File: src/rtl/tmds_rx_decoder.sv
// tmds_rx_decoder: three-lane TMDS word decoder with per-lane control-token alignment
// Ports:
//   clk_pix, rst            pixel clock, asynchronous active-high reset
//   tmds_b/tmds_g/tmds_r    10-bit words of lanes 0/1/2 (lane 0 carries hsync/vsync)
//   red/green/blue          decoded pixel data, zero outside active video
//   hsync/vsync/de          recovered sync bits and active-video flag
//   bitslip                 one-cycle slip request per lane (bit0 = lane 0)
//   locked                  all three lanes aligned
module tmds_rx_decoder #(
  parameter int CTRL_RUN      = 8,
  parameter int SEARCH_WINDOW = 2048,
  parameter int SLIP_WAIT     = 16,
  parameter int LOCK_TIMEOUT  = 4096
) (
  input  logic       clk_pix,
  input  logic       rst,
  input  logic [9:0] tmds_b,
  input  logic [9:0] tmds_g,
  input  logic [9:0] tmds_r,
  output logic [7:0] red,
  output logic [7:0] green,
  output logic [7:0] blue,
  output logic       hsync,
  output logic       vsync,
  output logic       de,
  output logic [2:0] bitslip,
  output logic       locked
);
  localparam int M1 = CTRL_RUN > SEARCH_WINDOW ? CTRL_RUN : SEARCH_WINDOW;
  localparam int M2 = SLIP_WAIT > LOCK_TIMEOUT ? SLIP_WAIT : LOCK_TIMEOUT;
  localparam int W = $clog2((M1 > M2 ? M1 : M2) + 1);
  localparam logic [W-1:0] RUN_LIM  = W'(CTRL_RUN);
  localparam logic [W-1:0] WIN_LIM  = W'(SEARCH_WINDOW);
  localparam logic [W-1:0] WAIT_LIM = W'(SLIP_WAIT);
  localparam logic [W-1:0] TMO_LIM  = W'(LOCK_TIMEOUT);

  typedef enum logic [1:0] {SEARCH, SLIP, LOCKED} state_t;

  logic [9:0]   word_in [3];
  logic [9:0]   word    [3];
  state_t       st      [3];
  state_t       st_n    [3];
  logic [W-1:0] run     [3];
  logic [W-1:0] run_n   [3];
  logic [W-1:0] cyc     [3];
  logic [W-1:0] cyc_n   [3];
  logic         tok0;
  logic         de_n;

  function automatic logic is_tok(input logic [9:0] q);
    return q[9:1] == 9'b001010101 || q[9:1] == 9'b110101010;
  endfunction

  function automatic logic [7:0] decode(input logic [9:0] q);
    logic [7:0] p;
    p = q[9] ? ~q[7:0] : q[7:0];
    return {p[7:1] ^ p[6:0] ^ {7{~q[8]}}, p[0]};
  endfunction

  function automatic logic [W-1:0] sat(input logic [W-1:0] x);
    return &x ? x : x + 1'b1;
  endfunction

  assign word_in[0] = tmds_b;
  assign word_in[1] = tmds_g;
  assign word_in[2] = tmds_r;

  // Aligners classify the raw input word so lock tracks the incoming stream;
  // cyc doubles as search window, slip wait and lock timeout counter.
  always_comb begin
    logic t;
    for (int i = 0; i < 3; i++) begin
      t = is_tok(word_in[i]);
      run_n[i] = t ? sat(run[i]) : '0;
      cyc_n[i] = sat(cyc[i]);
      st_n[i] = st[i];
      case (st[i])
        SEARCH:
          if (t && run_n[i] >= RUN_LIM) begin
            st_n[i] = LOCKED;
            run_n[i] = '0;
            cyc_n[i] = '0;
          end else if (cyc_n[i] >= WIN_LIM) begin
            st_n[i] = SLIP;
            run_n[i] = '0;
            cyc_n[i] = '0;
          end
        SLIP: begin
          run_n[i] = '0;
          if (cyc_n[i] >= WAIT_LIM) begin
            st_n[i] = SEARCH;
            cyc_n[i] = '0;
          end
        end
        default:
          if (t && run_n[i] >= RUN_LIM) cyc_n[i] = '0;
          else if (cyc_n[i] >= TMO_LIM) begin
            st_n[i] = SEARCH;
            run_n[i] = '0;
            cyc_n[i] = '0;
          end
      endcase
    end
  end

  assign tok0 = is_tok(word[0]);
  assign de_n = locked && !tok0;

  always_ff @(posedge clk_pix or posedge rst) begin
    if (rst) begin
      for (int i = 0; i < 3; i++) begin
        word[i] <= '0;
        st[i] <= SEARCH;
        run[i] <= '0;
        cyc[i] <= '0;
      end
      red <= '0;
      green <= '0;
      blue <= '0;
      hsync <= 1'b0;
      vsync <= 1'b0;
      de <= 1'b0;
      bitslip <= '0;
      locked <= 1'b0;
    end else begin
      for (int i = 0; i < 3; i++) begin
        word[i] <= word_in[i];
        st[i] <= st_n[i];
        run[i] <= run_n[i];
        cyc[i] <= cyc_n[i];
        bitslip[i] <= st[i] == SEARCH && st_n[i] == SLIP;
      end
      locked <= st_n[0] == LOCKED && st_n[1] == LOCKED && st_n[2] == LOCKED;
      de <= de_n;
      blue <= de_n ? decode(word[0]) : '0;
      green <= de_n ? decode(word[1]) : '0;
      red <= de_n ? decode(word[2]) : '0;
      // C0 is bit 9 of every token; C1 is set when bits 9 and 0 agree
      if (st[0] == LOCKED && tok0) {hsync, vsync} <= {word[0][9], word[0][9] ~^ word[0][0]};
    end
  end
endmodule

File: config.mk
export PLATFORM = sky130hd
export DESIGN_NAME = tmds_rx_decoder
export DESIGN_NICKNAME = d
export VERILOG_FILES = /design/src/rtl/tmds_rx_decoder.sv
export SDC_FILE = /design/constraint.sdc
export NUM_CORES = 1
export LEC_CHECK = 0
export CAP_MARGIN = 10
export CORE_MARGIN = 10
export CORE_UTILIZATION = 55
export CTS_BUF_LIST = sky130_fd_sc_hd__clkbuf_8
export CTS_CLUSTER_DIAMETER = 200
export DETAILED_ROUTE_END_ITERATION = 8
export GPL_TIMING_DRIVEN = 0
export PLACE_DENSITY = 0.74
export SETUP_SLACK_MARGIN = 0.5
export SYNTH_ARGS = -nofsm -noshare
export SYNTH_HDL_FRONTEND = slang
export SYNTH_SLANG_ARGS = --single-unit
File: constraint.sdc
create_clock -name clk_pix -period 11.6 [get_ports clk_pix]
set_clock_uncertainty 0.05 [all_clocks]
set_input_delay 2.32 -clock clk_pix [delete_from_list [all_inputs] [get_ports clk_pix]]
set_output_delay 2.32 -clock clk_pix [all_outputs]
set_load 0.02 [all_outputs]
==> flow_metrics.env, run 1 <==
export IMPL_irDropWorstVdd_uv=92.4
export IMPL_grt_total_usage=0.178
export IMPL_crit_type="in -> reg"
export IMPL_grt_first_pass_wirelength_um=26500
export IMPL_cts_repair_resized=0
export IMPL_drive_gt1_frac=0.0743
export IMPL_vias=5749
export IMPL_synth_seq_cells=145
export IMPL_cellInternalPower_uw=797
export IMPL_slowest_delay_ns=0.74
export IMPL_period_share=0.466
export IMPL_io_buffers=62
export IMPL_relSlewSlack=0.420
export IMPL_cp_num_buf_inv=1
export IMPL_critical_path_required_ns=11.91
export IMPL_crit_family="compound AO/OA/AOI/OAI gates"
export IMPL_post_route_min_period_ns=5.40
export IMPL_max_cap_violations=0
export IMPL_drc=0
export IMPL_grt_overflow_total=0
export IMPL_cts_setup_buffers=0
export IMPL_slew_viol_final=0
export IMPL_seq_area_frac_synth=0.502
export IMPL_mostFrequentLayoutCells="dfrtp_1, nor2_1, xnor2_1"
export IMPL_io_pins=63
export IMPL_crit_top_cell="or3_1"
export IMPL_synth_distinct_cells=68
export IMPL_setup_violations=0
export IMPL_root_buffer="clkbuf_8"
export IMPL_cts_tree="done"
export IMPL_syn_area_mm2=0.00723
export IMPL_worstSkewPairLatency_ns=0.45
export IMPL_fin_ws_ns=6.20
export IMPL_hold_class="reg -> reg"
export IMPL_async_flop_share=1.00
export IMPL_numCtsBuffers=17
export IMPL_crit_fanout=5
export IMPL_p_clk_frac=0.412
export IMPL_htreeDepth=4
export IMPL_cts_max_path_buffers=2
export IMPL_gp_congestion=0.938
export IMPL_start_util=0.566
export IMPL_rows=41
export IMPL_mostFrequentLayoutCell="dfrtp_1"
export IMPL_die_area_mm2=0.0181
export IMPL_n_fill_cell=1005
export IMPL_switching_share=0.236
export IMPL_finalWirelength_um=15600
export IMPL_slowest_stage="o31ai_1"
export IMPL_cts_hold_buf=0
export IMPL_clock_sinks=145
export IMPL_cp_cell_sequence="clkdlybuf4s50_1 -> nor4bb_1 -> nand3b_1 -> o31ai_1 -> o221ai_1 -> o2111a_1 -> or3_1 -> or3_1 -> nor4b_2"
export IMPL_grt_max_degree=86
export IMPL_rsz0062_at_grt="no"
export IMPL_first_global_vias=5553
export IMPL_postSynthCellCount=725
export IMPL_drtIter0Drc=458
export IMPL_fin_nets=847
export IMPL_pwr_share_comb=0.078
export IMPL_via_per_inst=5.79
export IMPL_cp_arrival_ns=5.71
export IMPL_n_antenna_cell=0
export IMPL_p_per_area_mw_per_mm2=122
export IMPL_end_kind="flop"
export IMPL_synth_warnings=0
export IMPL_drt_pass1_iter_count=5
export IMPL_dieWidth_um=135
export IMPL_detail_route_antenna_nets=0
export IMPL_p_leak_nw=3.45
export IMPL_pwr_share_seq=0.510
export IMPL_dp_hpwl_um=11500
export IMPL_synth_edff_count=0
export IMPL_outcome="completed"
export IMPL_pre_cts_ws_ns=5.82
export IMPL_start_kind="input port"
export IMPL_path_clk_slew_ns=0.08
export IMPL_core_mm2=0.0128
export IMPL_tightest_slew_ns=0.863
export IMPL_hold_viol=0
export IMPL_setup_tns_ns=0
export IMPL_die_h_um=135
export IMPL_postLayoutCoreUtil=0.669
export IMPL_area_growth_pct=18.1
export IMPL_synthFlopType="dfrtp_1"
export IMPL_antenna_found_initial=0
export IMPL_switchingPower_uw=247
export IMPL_fmax_mhz=185
export IMPL_syn_area_per_cell_um2=9.98
export IMPL_wl_per_cell_um=15.8
-- synthesized netlist by cell type, drive strengths merged (10+ instances only) --
cell type | count | area, um^2
inv | 16 | 60.1
nand4 | 16 | 106
and3 | 18 | 114
clkbuf | 29 | 113
o21ai | 14 | 70.1
xnor2 | 63 | 552
and4 | 20 | 179
dfrtp | 145 | 3630
xor2 | 14 | 123
a211oi | 10 | 75.1
nor2 | 97 | 364
nand3 | 37 | 185
a31oi | 19 | 134
and2 | 11 | 70.1
nor3 | 25 | 125
nand2 | 36 | 135
a21oi | 41 | 205
-- tightest hold or removal path, delay by kind of cell (launching register included) --
kind | cells | cell delay (ns)
flops | 1 | 0.34
simple gates | 1 | 0.04
xor+xnor | 1 | 0.11
-- metrics by stage --
| step | hold slack (ns) | instances | area (um^2) | power, mW |
|---|---|---|---|---|
| floorplan | 0.439 | 727 | 7240 | 0.594 |
| global placement | 0.441 | 961 | 8080 | 0.621 |
| detailed placement | 0.451 | 962 | 8110 | 0.625 |
| CTS | 0.467 | 993 | 8540 | 1.05 |
| global route | 0.486 | 993 | 8540 | 1.09 |
| finish | 0.463 | 993 | 8540 | 1.04 |
-- layer usage --
metal	vias to the layer above	GRT usage	routed length [um]
met5	-	0	0
met4	0	0.0707	282
met3	24	0.0360	831
met2	159	0.303	7900
met1	2785	0.216	6640
li1	2781	-	-
-- registers in the layout, summed over array words and instances (netlist names) --
register / flops
blue: 8
cyc: 39
run: 39
locked: 1
st: 6
green: 8
hsync: 1
de: 1
word: 30
vsync: 1
bitslip: 3
red: 8
-- logic make-up (layout without fill, tap and decap cells) --
kind of cell               count (synthesis)  count (layout)  share of synthesized area
other                                      1               3                   0.000518
buffers and inverters                     51             145                     0.0292
DFF                                      145             145                      0.502
adders and majority gates                  6               6                     0.0104
AOI/OAI and AO/OA                        132             132                      0.126
muxes                                      9               9                     0.0130
and+or+nand+nor                          304             304                      0.226
xor gates and xnor gates                  77              77                     0.0932
-- power by group through the flow --
stage / registers, mW / logic [mW] / clock network [mW]
2_1_floorplan: 0.541 / 0.0533 / 0
3_3_place_gp: 0.541 / 0.0794 / 0
3_5_place_dp: 0.542 / 0.0832 / 0
4_1_cts: 0.532 / 0.0834 / 0.438
5_1_grt: 0.534 / 0.0928 / 0.461
6_report: 0.532 / 0.0818 / 0.430
-- layout make-up --
class | count | area [um^2] | share of cell area
Sequential cell | 145 | 3630 | 0.425
Multi-Input combinational cell | 531 | 3400 | 0.398
Timing Repair Buffer | 63 | 648 | 0.0759
Clock buffer | 18 | 248 | 0.0290
Tap cell | 172 | 215 | 0.0252
Clock inverter | 13 | 184 | 0.0215
Buffer | 35 | 151 | 0.0177
Inverter | 16 | 65.1 | 0.00762
-- path summary, 6_finish.rpt --
| path | start | endpoint | slack, ns | cells after the start |
|---|---|---|---|---|
| max in group asynchronous | rst | cyc[14]$_DFF_PP0_ | 8.42 | 3 |
| max reg2reg | run[0]$_DFF_PP0_ | locked$_DFF_PP0_ | 8.22 | 9 |
| min in group asynchronous | rst | word[0]$_DFF_PP0_ | 2.35 | 2 |
| min | word[17]$_DFF_PP0_ | green[7]$_DFF_PP0_ | 0.46 | 2 |
| max | tmds_r[9] | locked$_DFF_PP0_ | 6.20 | 9 |
| min reg2reg | word[17]$_DFF_PP0_ | green[7]$_DFF_PP0_ | 0.46 | 2 |
Power figures use the tool's default switching activity.
==> inputs of run 2 (changes only) <==
CORE_UTILIZATION = 54   (was 55)
PLACE_DENSITY = 0.75   (was 0.74)
clock period = 4.4 ns   (was 11.6 ns; I/O delays follow)
==> flow_metrics.env, run 2 (same netlist as run 1, synthesis figures left out) <==
export IMPL_finalWirelength_um=15700
export IMPL_slew_viol_final=0
export IMPL_n_fill_cell=1041
export IMPL_die_area_mm2=0.0184
export IMPL_htreeDepth=4
export IMPL_grt_first_pass_wirelength_um=26100
export IMPL_pwr_share_comb=0.082
export IMPL_min_path_cells=2
export IMPL_numCtsBuffers=17
export IMPL_fmax_mhz=277
export IMPL_max_cap_violations=0
export IMPL_cellInternalPower_mw=2.04
export IMPL_path_clk_slew_ns=0.08
export IMPL_core_mm2=0.0132
export IMPL_switchingPower_uw=678
export IMPL_cts_setup_buffers=0
export IMPL_cp_cell_sequence="clkdlybuf4s50_1 -> nor4bb_1 -> nand3b_1 -> o31ai_2 -> o221ai_1 -> o2111a_1 -> or3_1 -> or3_1 -> nor4b_2"
export IMPL_postLayoutCoreUtil=0.649
export IMPL_fin_nets=849
export IMPL_hold_viol=0
export IMPL_cts_max_path_buffers=2
export IMPL_p_leak_nw=3.45
export IMPL_crit_type="in -> reg"
export IMPL_cts_repair_resized=1
export IMPL_rsz0062_at_grt="no"
export IMPL_setup_tns_ns=0
export IMPL_root_buffer="clkbuf_8"
export IMPL_mostFrequentLayoutCells="dfrtp_1, nor2_1, xnor2_1"
export IMPL_slowest_stage="clkdlybuf4s50_1"
export IMPL_period_share=0.820
export IMPL_r2r_slack_ns=1.03
export IMPL_setup_violations=0
export IMPL_first_global_vias=5455
export IMPL_min_from="word[19]$_DFF_PP0_"
export IMPL_clock_sinks=145
export IMPL_p_clk_frac=0.402
export IMPL_die_h_um=136
export IMPL_via_per_inst=5.72
export IMPL_tightest_slew_ns=0.945
export IMPL_start_kind="input port"
export IMPL_detail_route_antenna_nets=0
export IMPL_wl_per_cell_um=15.7
export IMPL_drtIter0Drc=367
export IMPL_end_kind="flop"
export IMPL_grt_overflow_total=0
export IMPL_drt_pass1_iter_count=5
export IMPL_pwr_share_seq=0.516
export IMPL_drive_gt1_frac=0.0765
export IMPL_crit_family="simple AND/OR/NAND/NOR gates"
export IMPL_outcome="completed"
export IMPL_reg_top3="cyc x39, run x39, word x30"
export IMPL_post_route_min_period_ns=3.61
export IMPL_cts_hold_buf=0
export IMPL_mostFrequentLayoutCell="dfrtp_1"
export IMPL_start_util=0.548
export IMPL_cp_arrival_ns=3.91
export IMPL_p_per_area_mw_per_mm2=317
export IMPL_io_buffers=62
export IMPL_critical_path_required_ns=4.71
export IMPL_gp_congestion=0.828
export IMPL_crit_top_cell="or3_1"
export IMPL_switching_share=0.249
export IMPL_io_pins=63
export IMPL_crit_fanout=5
export IMPL_relSlewSlack=0.368
export IMPL_dp_hpwl_um=11500
export IMPL_grt_total_usage=0.174
export IMPL_area_growth_pct=18.4
export IMPL_worstSkewPairLatency_ns=0.45
export IMPL_cts_tree="done"
export IMPL_drc=0
export IMPL_hold_class="reg -> reg"
export IMPL_n_antenna_cell=0
export IMPL_dieWidth_um=136
export IMPL_r2r_start="run[0]$_DFF_PP0_"
export IMPL_antenna_found_initial=0
export IMPL_vias=5719
export IMPL_regToRegEndpoint="locked$_DFF_PP0_"
export IMPL_ff2ff_path_depth=9
export IMPL_hold_end="green[0]$_DFF_PP0_"
export IMPL_cp_num_buf_inv=1
export IMPL_grt_max_degree=44
export IMPL_rows=42
export IMPL_irDropWorstVdd_uv=183
export IMPL_slowest_delay_ns=0.50
==> run 2: how the worst max path moves through the flow <==
stage	from	end	slack [ns]	cells after the start
finish	tmds_r[9]	locked$_DFF_PP0_	0.79	9
global route	tmds_r[9]	locked$_DFF_PP0_	0.58	9
CTS	tmds_r[9]	locked$_DFF_PP0_	0.78	9
detailed placement	tmds_r[9]	locked$_DFF_PP0_	0.03	9
global placement	tmds_r[9]	locked$_DFF_PP0_	0.04	9
floorplan	tmds_r[5]	locked$_DFF_PP0_	1.19	8
==> run 2: routing by layer <==
| metal | share of wire | wire length, um | vias to the layer above | track usage |
|---|---|---|---|---|
| li1 | - | - | 2791 | - |
| met1 | 0.43 | 6750 | 2770 | 0.216 |
| met2 | 0.50 | 7910 | 142 | 0.295 |
| met3 | 0.057 | 891 | 16 | 0.0397 |
| met4 | 0.011 | 171 | 0 | 0.0568 |
| met5 | 0 | 0 | - | 0 |
==> run 2: layout make-up <==
class	instances	area (um^2)	share of cell area
timing repair buffer	65	681	0.0795
inverter	16	63.8	0.00745
clock buffer	17	234	0.0273
sequential	145	3630	0.424
buffer	35	151	0.0177
tap	176	220	0.0257
clock inverter	15	183	0.0213
multi-input combinational	531	3410	0.398
==> run 2: metrics by stage <==
step | instance area, um^2 | power [mW] | setup WS (ns) | hold slack [ns] | instances
2_1_floorplan | 7240 | 1.57 | 1.19 | 0.439 | 727
3_3_place_gp | 8090 | 1.64 | 0.0444 | 0.442 | 965
3_5_place_dp | 8150 | 1.65 | 0.0271 | 0.468 | 968
4_1_cts | 8570 | 2.75 | 0.781 | 0.484 | 1000
5_1_grt | 8570 | 2.84 | 0.575 | 0.509 | 1000
6_report | 8570 | 2.72 | 0.793 | 0.477 | 1000
==> run 2: power by group through the flow <==
stage                     Sequential (mW)  Clock (mW)  Combinational (mW)
after floorplan                      1.43           0               0.141
after global placement               1.43           0               0.209
final                                1.40        1.09               0.222
after CTS                            1.40        1.12               0.225
after global routing                 1.41        1.18               0.247
after detailed placement             1.43           0               0.222
==> run 2: worst min-delay path: cells and delay by family (launching register included) <==
family           cells  cell delay, ns
XOR/XNOR             1            0.11
flip-flops           1            0.35
AND/OR/NAND/NOR      1            0.04
